--- config.mk ---
export PLATFORM = sky130hd
export DESIGN_NAME = lcd_lh507x_capture
export DESIGN_NICKNAME = d
export VERILOG_FILES = /design/src/rtl/lcd_lh507x_capture.sv
export SDC_FILE = /design/constraint.sdc
export NUM_CORES = 1
export LEC_CHECK = 0
export ABC_AREA = 1
export BUFFER_PORTS_ARGS = -buffer_cell sky130_fd_sc_hd__buf_2
export CORE_MARGIN = 8
export CORE_UTILIZATION = 40
export DETAILED_ROUTE_END_ITERATION = 7
export SLEW_MARGIN = 20
export SYNTH_ARGS = -nofsm -noshare
export SYNTH_HDL_FRONTEND = slang
export SYNTH_SLANG_ARGS = --single-unit
--- constraint.sdc ---
create_clock -name clk -period 1.46 [get_ports clk]
set_input_delay 0.219 -clock clk [delete_from_list [all_inputs] [get_ports clk]]
set_output_delay 0.219 -clock clk [all_outputs]
set_load 0.02 [all_outputs]
--- src/rtl/lcd_lh507x_capture.sv ---
// Capture of an LH507x-style monochrome LCD bus into pixel strobes with
// (x, y) coordinates, frame pulses, lock status and sticky error flags.
// Every panel pin is asynchronous to clk. Each pin passes through two
// synchronizer flops. The strobes that need edge detection get a third register.
module lcd_lh507x_capture #(
  parameter int WIDTH   = 160,
  parameter int HEIGHT  = 144,
  parameter int TIMEOUT = 65535
) (
  input  logic       clk,
  input  logic       reset,
  input  logic       lcd_hsync,
  input  logic       lcd_vsync,
  input  logic       lcd_latch,
  input  logic       lcd_clk,
  input  logic [1:0] lcd_data,
  input  logic       err_clr,
  output logic       px_valid,
  output logic [7:0] px_x,
  output logic [7:0] px_y,
  output logic [1:0] px_data,
  output logic       frame_start,
  output logic       frame_done,
  output logic       locked,
  output logic       line_err,
  output logic       frame_err
);

  localparam int              CW       = $clog2(TIMEOUT + 1);
  localparam logic [7:0]      X_END    = 8'(WIDTH);
  localparam logic [7:0]      Y_LAST   = 8'(HEIGHT - 1);
  localparam logic [CW-1:0]   CNT_LAST = CW'(TIMEOUT - 1);

  typedef enum logic {HUNT = 1'b0, CAPTURE = 1'b1} state_t;

  state_t state, state_n;

  // Edge-detected strobes {hsync, latch, clk}; levels {vsync, data[1:0]}.
  // The levels only need the two metastability flops. Data shares its stage with
  // the pixel clock, so the sample taken on a falling edge is the shade
  // present at the pin when that edge arrived.
  logic [2:0] edge_p0, edge_p1, edge_p2;
  logic [2:0] lvl_p0, lvl_p1;

  logic       pix_fall, latch_rise, hsync_rise, vsync_lvl;
  logic [1:0] sample;

  logic [7:0]    x, y, x_n, y_n, x_pix;
  logic          over, over_n;
  logic [CW-1:0] cnt, cnt_n;
  logic          pv_n, fs_n, fd_n, lset, fset;

  // Synchronizer chain: two flops against metastability, third for edges
  always_ff @(posedge clk) begin
    if (reset) begin
      edge_p0 <= '0;
      edge_p1 <= '0;
      edge_p2 <= '0;
      lvl_p0  <= '0;
      lvl_p1  <= '0;
    end else begin
      edge_p0 <= {lcd_hsync, lcd_latch, lcd_clk};
      edge_p1 <= edge_p0;
      edge_p2 <= edge_p1;
      lvl_p0  <= {lcd_vsync, lcd_data};
      lvl_p1  <= lvl_p0;
    end
  end

  assign pix_fall   = edge_p2[0] & ~edge_p1[0];
  assign latch_rise = edge_p1[1] & ~edge_p2[1];
  assign hsync_rise = edge_p1[2] & ~edge_p2[2];
  assign vsync_lvl  = lvl_p1[2];
  assign sample     = lvl_p1[1:0];

  // State register
  always_ff @(posedge clk) begin
    if (reset) state <= HUNT;
    else       state <= state_n;
  end

  // Next state and coordinate bookkeeping; pixel handled before latch
  always_comb begin
    state_n = state;
    x_n     = x;
    y_n     = y;
    x_pix   = x;
    over_n  = over;
    cnt_n   = cnt;
    pv_n    = 1'b0;
    fs_n    = 1'b0;
    fd_n    = 1'b0;
    lset    = 1'b0;
    fset    = 1'b0;
    case (state)
      HUNT: begin
        cnt_n = '0;
        if (latch_rise && vsync_lvl) begin
          state_n = CAPTURE;
          x_n     = '0;
          y_n     = '0;
          over_n  = 1'b0;
          fs_n    = 1'b1;
        end
      end
      CAPTURE: begin
        if (pix_fall) begin
          if (x < X_END) begin
            pv_n  = 1'b1;
            x_pix = x + 8'd1;
          end else begin
            lset = 1'b1;
          end
        end
        x_n = hsync_rise ? 8'd0 : x_pix;
        if (latch_rise) begin
          cnt_n = '0;
          x_n   = '0;
          if (x_pix != X_END) lset = 1'b1;
          // End of the last line of the frame, unless it was already ended
          if (y == Y_LAST && !over) fd_n = 1'b1;
          if (vsync_lvl) begin
            y_n    = '0;
            over_n = 1'b0;
            fs_n   = 1'b1;
            if (y != Y_LAST) fset = 1'b1;
          end else if (y == Y_LAST) begin
            // Extra lines past the frame: y holds, each one is an error
            if (over) fset = 1'b1;
            over_n = 1'b1;
          end else begin
            y_n = y + 8'd1;
          end
        end else if (cnt == CNT_LAST) begin
          state_n = HUNT;
          cnt_n   = '0;
          fset    = 1'b1;
        end else begin
          cnt_n = cnt + 1'b1;
        end
      end
      default: state_n = HUNT;
    endcase
  end

  // Lock status decoded straight from the state
  always_comb begin
    locked = (state == CAPTURE);
  end

  // Coordinate, pulse and sticky-flag registers; a new error beats err_clr
  always_ff @(posedge clk) begin
    if (reset) begin
      x           <= '0;
      y           <= '0;
      over        <= 1'b0;
      cnt         <= '0;
      px_valid    <= 1'b0;
      px_x        <= '0;
      px_y        <= '0;
      px_data     <= '0;
      frame_start <= 1'b0;
      frame_done  <= 1'b0;
      line_err    <= 1'b0;
      frame_err   <= 1'b0;
    end else begin
      x           <= x_n;
      y           <= y_n;
      over        <= over_n;
      cnt         <= cnt_n;
      px_valid    <= pv_n;
      frame_start <= fs_n;
      frame_done  <= fd_n;
      if (pv_n) begin
        px_x    <= x;
        px_y    <= y;
        px_data <= sample;
      end
      line_err  <= lset | (line_err & ~err_clr);
      frame_err <= fset | (frame_err & ~err_clr);
    end
  end

endmodule

==> Word level (Yosys, flattened, before mapping) <==
Index checks and enable logic that the tools add are counted.
{ "word_totals": {"register_bits": 72, "in_bits": 9, "out_inout_bits": 24, "word_cells": 91} }
{ "classes": {"add_sub_neg": 3, "order_cmp": 1, "n_eq_ne": 8, "n_mux": 42, "bitwise_logic": 13, "n_reduce_logical": 6} }
{ "ops": {"columns": ["operator", "n"], "rows": [
  ["8-bit 2-to-1 mux", 9],
  ["16-bit 2-to-1 mux", 2],
  ["16-bit case mux with 2 select lines", 1],
  ["8-bit case mux with 2 select lines", 2],
  ["1-bit 2-to-1 mux", 25],
  ["16-bit by 1-bit adder with 16-bit output (second input constant)", 1],
  ["8-bit by 1-bit adder with 8-bit output (second input constant)", 2],
  ["16-bit == test (second input constant)", 1],
  ["8-bit != test (second input constant)", 2],
  ["8-bit == test (second input constant)", 1],
  ["8-bit < comparator (second input constant)", 1],
  ["1-bit inverter", 6],
  ["1-bit case mux with 2 select lines", 3],
  ["3-bit AND reduction", 2],
  ["1-bit bitwise AND", 5],
  ["3-bit by 1-bit != test with 1-bit output (second input constant)", 1],
  ["3-bit != test (second input constant)", 1],
  ["3-bit OR reduction", 1],
  ["1-bit logical AND", 2],
  ["2-bit by 1-bit != test with 1-bit output (second input constant)", 1],
  ["2-bit != test (second input constant)", 1],
  ["1-bit bitwise OR", 2],
  ["1-bit zero test", 1]
]} }

==> Depth between registers and ports, before layout <==
Gate-level depths: netlist (run 1).
{ "logic_depth": {"depth_word": 9, "ltp_mapped": 13, "depth_no_buf": 13} }

==> Worst setup path after synthesis (run 1) <==
OpenSTA, ideal clock, no wires.
{ "synth_timing": {"kind": "reg-to-reg", "startpoint": "register y[0]", "endpoint": "register y[2]", "setup_ps": 114, "arrival_ps": 1327, "required_ps": 1346, "slack_ps": 18, "stages_incl_launch_ff": 10, "path_buffers": 0, "synth_period_minus_slack_ps": 1442, "path_cell_list": "dfxtp_1 -> ha_1 -> nand3_1 -> inv_1 -> nand2_2 -> nand2_4 -> inv_4 -> nand2_4 -> xor2_1 -> nor2_1"} }
{ "synth_between": {"elab_chain_len": 5, "elab_cells_between_ends": 8, "classes_between": "1 x add/sub; 2 x eq/ne; 4 x mux; 1 x reduce/logical"} }
{ "synth_rtl": {"columns": ["item", "line", "rtl"], "rows": [
  ["start: declaration", "48", "logic [7:0] x, y, x_n, y_n, x_pix;"],
  ["start signal: assignment", "168", "y <= y_n;"],
  ["8-bit by 1-bit adder with 8-bit output", "132", "y_n = y + 8'd1;"],
  ["8-bit 2-to-1 mux", "127", "end else if (y == Y_LAST) begin"],
  ["8-bit 2-to-1 mux", "122", "if (vsync_lvl) begin"],
  ["8-bit 2-to-1 mux", "116", "if (latch_rise) begin"],
  ["8-bit case mux with 2 select lines", "95", "case (state)"]
]} }
Parallel ways exist; a longest one is shown, timed or not. The select of a mux whose other input is x is not followed.
A chain may end at the register's enable or synchronous reset.

==> Worst setup path after layout (run 1) <==
{ "layout_timing": {"startpoint": "register x[5]", "endpoint": "register line_err"} }
{ "layout_between": {"elab_chain_len": 9, "elab_cells_between_ends": 12, "classes_between": "1 x add/sub; 1 x order compare; 1 x eq/ne; 8 x mux; 1 x bitwise"} }
{ "layout_rtl": {"columns": ["item", "line", "rtl"], "rows": [
  ["start: declaration", "48", null],
  ["start signal: assignment", "167", "x <= x_n;"],
  ["8-bit by 1-bit adder with 8-bit output / 8-bit < comparator (equally long branches)", "110, 108", null],
  ["8-bit 2-to-1 mux", "108", "if (x < X_END) begin"],
  ["8-bit 2-to-1 mux", "107", "if (pix_fall) begin"],
  ["8-bit 2-to-1 mux", "95", null],
  ["8-bit != test", "119", "if (x_pix != X_END) lset = 1'b1;"],
  ["1-bit 2-to-1 mux", "119", null],
  ["1-bit 2-to-1 mux (*)", "116", null],
  ["1-bit 2-to-1 mux (*)", "95", null],
  ["1-bit bitwise OR (*)", "179", "line_err <= lset | (line_err & ~err_clr);"],
  ["end signal: assignment", "179", null],
  ["end: declaration", "25", "output logic line_err,"]
]} }
Mark *: on every way between the ends. The rest lies on a longest branch, timed or not. The select of a mux whose other input is x is not followed.

==> results of run 1 <==
-- timing repair --
item,4_1_cts,5_1_grt
resized for setup,6,54
buffers inserted,0,8
setup endpoints to repair,4,20
cloned,1,1
pin swaps,1,18
-- path summary, 6_finish.rpt --
| path | start | endpoint | cells after the start |
|---|---|---|---|
| setup / recovery | x[5]$_SDFFE_PP0P_ | line_err$_SDFF_PP0_ | 12 |
| hold / removal | lcd_clk | edge_p0[0]$_SDFF_PP0_ | 3 |
| setup reg to reg | x[5]$_SDFFE_PP0P_ | line_err$_SDFF_PP0_ | 12 |
| hold reg to reg | edge_p0[1]$_SDFF_PP0_ | edge_p1[1]$_SDFF_PP0_ | 2 |
-- worst reg2reg max path, delay by kind of cell (launching register included) --
kind | cells | cell delay, ns
AO/OA/AOI/OAI | 1 | 0.21
buffers and inverters | 1 | 0.12
flip-flops | 1 | 0.38
AND/OR/NAND/NOR | 10 | 0.62
-- cell families (layout without fill, tap and decap cells) --
family	after synthesis	in the layout	share of synthesized area, %
XOR/XNOR	5	5	1.37
flip-flops	72	72	45.2
buffers and inverters	81	167	11.1
AND/OR/NAND/NOR	187	188	28.4
AO/OA/AOI/OAI	74	75	12.4
adder cells (fa/ha/maj)	4	4	1.57
-- power by group through the flow --
| stage | registers (W) | logic [W] | clock network, W |
|---|---|---|---|
| floorplan | 0.00204 | 0.0000826 | 0 |
| global placement | 0.00204 | 0.000108 | 0 |
| detailed placement | 0.00204 | 0.000109 | 0 |
| CTS | 0.00199 | 0.000109 | 0.00204 |
| global route | 0.00198 | 0.000134 | 0.00211 |
| finish | 0.00198 | 0.000117 | 0.00198 |
-- stage by stage --
stage                     hold WS (ns)  power, W  cells  area (um2)
after detailed placement         0.396   0.00215    588        3720
after global routing            0.0668   0.00423    613        4210
after global placement           0.391   0.00214    588        3720
final                           0.0739   0.00408    613        4210
after CTS                       0.0577   0.00414    605        4000
after floorplan                  0.326   0.00212    423        3190
-- per-layer routing --
| layer | global-route usage [%] | vias to the layer above |
|---|---|---|
| met4 | 6.01 | 0 |
| met3 | 4.99 | 8 |
| met1 | 15.8 | 1293 |
| met2 | 19.0 | 64 |
| met5 | 0 | - |
| li1 | - | 1516 |
-- synth_stat cells, drive strengths merged --
master	instances
nand4	9
nand2	78
o21ai	26
o21bai	1
nor3b	5
clkinv	1
nor3	9
inv	67
nor4	2
or2	3
ha	4
bufbuf	1
xnor2	1
dfxtp	72
o21a	2
nand3	30
a21oi	44
nor2	51
xor2	4
a31oi	1
buf	6
clkbuf	6
-- state kept, by name (all words and copies together), names as in the netlist, 2 cells and up --
| signal | cells |
|---|---|
| y | 8 |
| x | 8 |
| lvl_p1 | 3 |
| px_data | 2 |
| edge_p2 | 3 |
| px_y | 8 |
| edge_p1 | 3 |
| edge_p0 | 3 |
| cnt | 16 |
| lvl_p0 | 3 |
| px_x | 8 |
-- cells in the final DEF (no fill, tap or decap), drive strengths merged, types with 2 or more instances in the layout --
cell | Yosys | routed
nand2 | 78 | 78
nor3 | 9 | 9
a21oi | 44 | 44
nand3 | 30 | 30
nor3b | 5 | 5
o21a | 2 | 2
inv | 67 | 67
o21ai | 26 | 27
ha | 4 | 4
nor2 | 51 | 52
dfxtp | 72 | 72
bufinv | 0 | 3
buf | 6 | 83
or2 | 3 | 3
clkinvlp | 0 | 2
clkbuf | 6 | 11
nor4 | 2 | 2
xor2 | 4 | 4
nand4 | 9 | 9
-- area by class of cell --
| cell class | instances | area (um2) | area share [%] |
|---|---|---|---|
| flip-flops and latches | 72 | 1470 | 34.9 |
| well taps | 102 | 128 | 3.03 |
| multi-input cells | 272 | 1510 | 36.0 |
| clock buffers | 11 | 151 | 3.60 |
| repair buffers | 83 | 574 | 13.7 |
| clock inverters | 5 | 103 | 2.44 |
| inverters | 68 | 269 | 6.40 |
==> reports/results.ini, run 1 <==
[clock_tree]
cts_tree = done
cts_root_buf = clkbuf_8
cts.sinks = 72
clk_pin_slew_ns = 0.08
cts_buffer_depth = 2
htree_levels = 3
cts_buffers = 9
holdBufCountCts = 0
worstSkewPairLatency_ns = 0.35

[detailed_routing]
postRouteWirelength_um = 7140
m1WireLength_um = 3430
num_vias = 2881
ant_nets = 0
wl_per_cell_um = 11.6
dr_wl_met2_um = 3170
drt_first_pass_iters = 6
drt-initial-drc-count = 126
viasPerCell = 4.70
drcViolationCount = 0
wl_met3_um = 450
top_layer_used = met4

[die]
die_area_mm2 = 0.0111
die_x_um = 105
die_h_um = 105
core.rowCount = 32
core_mm2 = 0.00773
ios = 33
initial_core_util_pct = 41.3

[hold_path]
hold_class = input pin to flop

[logic_synthesis]
synth.distinct_cells = 38
synth_top_area_share_pct = 45.2
synthesis.area_mm2 = 0.00319
synthTopCellsByArea = dfxtp_1, nand2_1, inv_1
syn_avg_cell_area_um2 = 7.54
synth_top_area_cell = dfxtp_1
synthesis.nets = 436
synth_cells = 423
synth_seq_area_share_pct = 45.2
synth-seq-cells = 72
yosys_warnings = 0

[critical_path]
r2r_slack_ns = 0.02
critical_path.startpoint_type = flop
cp.required_ns = 1.71
cp_max_fo = 6
critPathTopFamily = simple AND/OR/NAND/NOR gates
crit_path_end_kind = flop
crit_chain = buf_6 -> nand2_1 -> nor2_1 -> nand2_1 -> o21bai_1 -> nand3_1 -> nor2_1 -> nand2_1 -> nand2_1 -> nand2_1 -> nand2_1 -> nand2_1
worstSetupPathType = flop to flop
crit_arrival_ns = 1.69
slowest_stage = dfxtp_4
crit_buf_inv = 1
crit_top_cell = nand2_1
cp_slowest_stage_delay_ns = 0.38

[sta]
rsz0062_at_grt = true
finalCriticalPeriod_ns = 1.44
finalSetupTns_ns = 0
hold_viol_final = 0
clock.fmax_mhz = 696
clock_skew_ns = 0.0109
tightest_slew_ns = 0.534
period_share_pct = 98.4
relSlewSlack_pct = 64.3
slew_violations = 0
finalWorstSetupSlack_ns = 0.0230
setup_viol = 0

[grt]
antenna_found_initial = 0
grt_usage_pct = 12.8
grt_max_degree = 37
grt_pass1_wl_um = 11700
grt-ovfl-total = 0
grt_pass1_vias = 2565

[power_and_ir_drop]
swShare_pct = 20.6
p_per_area_mw_per_mm2 = 970
leakage_nw = 1.75
clockPowerShare_pct = 48.5
peakVddDrop_uv = 621
p_int_w = 0.00324
p_seq_share_pct = 48.6
net-switching-power_w = 0.000839
comb_power_share_pct = 2.9

[placement]
io_buffers = 32
gp_congestion = 0.818
dp_hpwl_um = 4840
pre_cts_slack_ns = 0.00339

[cells_and_area]
area_growth_pct = 31.8
antenna_cells = 0
postLayoutCoreUtil_pct = 54.4
drive_above_1_share_pct = 32.5
nFillCells = 741
finalNetCount = 519

[flow_run]
max-cap-violations = 0

[outcome]
status = completed

Power figures use the tool's default switching activity.
==> inputs of run 2 (changes only) <==
CTS_BUF_LIST = sky130_fd_sc_hd__clkbuf_16   (was unset)
==> reports/results.ini, run 2 (synthesized netlist as in run 1, its figures left out) <==
[sta]
slew_violations = 0
rsz0062_at_grt = true
setup_viol = 0
tightest_slew_ns = 0.560
hold_viol_final = 0
period_share_pct = 97.7
finalCriticalPeriod_ns = 1.43
clock.fmax_mhz = 701
clock_skew_ns = 0.00638
relSlewSlack_pct = 62.6

[die]
die_h_um = 105
initial_core_util_pct = 41.3
die_x_um = 105
die_area_mm2 = 0.0111
core_mm2 = 0.00773
ios = 33
core.rowCount = 32

[critical_path]
slowest_stage = dfxtp_1
cp.required_ns = 1.68
crit_chain = nor2_4 -> buf_6 -> nand3_1 -> nand2_1 -> nand2_2 -> inv_1 -> nand2_1 -> nor2_1 -> nand2_1 -> nand2_1 -> nand2_1 -> nand2_1 -> nand2_1
crit_arrival_ns = 1.65
cp_slowest_stage_delay_ns = 0.36
critical_path.startpoint_type = flop
reg2reg_from = edge_p1[0]$_SDFF_PP0_
worstSetupPathType = flop to flop
cp_max_fo = 5
startpoint = edge_p1[0]$_SDFF_PP0_
rr_worst_depth = 13
crit_top_cell = nand2_1
crit_path_end_kind = flop
r2r_slack_ns = 0.03

[grt]
antenna_found_initial = 0
grt-ovfl-total = 0
grt_max_degree = 37
grt_pass1_vias = 2605
grt_pass1_wl_um = 11700
grt_usage_pct = 12.7

[hold_path]
min_from = lcd_hsync
hold_depth = 3
hold_class = input pin to flop

[cells_and_area]
drive_above_1_share_pct = 32.5
finalNetCount = 519
fin_cells = 613
largest-register = cnt
final_common_cell = nand2_1
design_area_mm2 = 0.00431
largest_register_ffs = 16
antenna_cells = 0
postLayoutCoreUtil_pct = 55.7
area_growth_pct = 35.0
layout_common_cells = nand2_1, dfxtp_1, inv_1

[detailed_routing]
drt-initial-drc-count = 157
drt_first_pass_iters = 4
drcViolationCount = 0
num_vias = 2871
viasPerCell = 4.68
ant_nets = 0
postRouteWirelength_um = 7030
wl_per_cell_um = 11.5

[placement]
place_area_mm2 = 0.00372
io_buffers = 32
post-place-cells = 588
dp_hpwl_um = 4840
gp_congestion = 0.818

[power_and_ir_drop]
peakVddDrop_uv = 670
leakage_nw = 1.79
p_per_area_mw_per_mm2 = 1060

[clock_tree]
clk_pin_slew_ns = 0.06
cts.sinks = 72
htree_levels = 3
cts_tree = done
cts_buffer_depth = 2
worstSkewPairLatency_ns = 0.33
cts_root_buf = clkbuf_16
cts_buffers = 9

[outcome]
status = completed

[flow_run]
max-cap-violations = 0

## run 2: cell types whose count changed in the layout (fill, tap and decap cells not counted), moves of 2 or more
cell       change
clkbuf_16      +9
clkbuf_8      -11
clkinv_1       +2
a21oi_2        +2
a21oi_1        -2
## run 2: worst max-delay path, delay by kind of cell, from the launching register on
kind,cells,cell delay [ns]
and+or+nand+nor,11,0.78
buffers and inverters,2,0.18
DFF,1,0.36
## run 2: final cells by class
cell class,count,area (um2)
clock buffer,9,225
clock inverter,7,110
fill,731,3420
inverter,68,269
multi-input combinational,271,1520
sequential,72,1460
tap,102,128
timing repair buffer,84,591
## run 2: metal layers
layer  wire, um  vias up  GRT usage, %
met3        433       14          4.75
met5          0        -             0
met4        137        0          5.91
li1           -     1523             -
met2       3090       61          19.6
met1       3360     1273          15.2
## run 2: path summary, 6_finish.rpt
| check | to |
|---|---|
| min | edge_p0[2]$_SDFF_PP0_ |
| max | line_err$_SDFF_PP0_ |
| min reg2reg | edge_p1[1]$_SDFF_PP0_ |
| max reg2reg | line_err$_SDFF_PP0_ |
## run 2: stage by stage
step	hold slack [ns]	power [W]	TNS, ns	worst slack, ns
final	0.0921	0.00458	0	0.0331
after global placement	0.391	0.00214	0	0.00367
after floorplan	0.326	0.00212	0	0.0184
after detailed placement	0.396	0.00215	0	0.00339
after CTS	0.0848	0.00464	0	0.00411
after global routing	0.104	0.00473	-0.410	-0.0847
## run 2: repair_timing
item | CTS | global route
resized for setup | 6 | 55
cloned | 0 | 1
pin swaps | 1 | 20
setup buffers | 1 | 8
endpoints found under the setup margin | 4 | 21
hold buffers | 0 | 0
## run 2: power by group
group | internal [W] | switching [W] | total [W] | leakage, nW
sequential | 0.00198 | 0.00000989 | 0.00199 | 0.590
combinational | 0.0000409 | 0.0000777 | 0.000119 | 1.04
clock | 0.00165 | 0.000816 | 0.00247 | 0.161
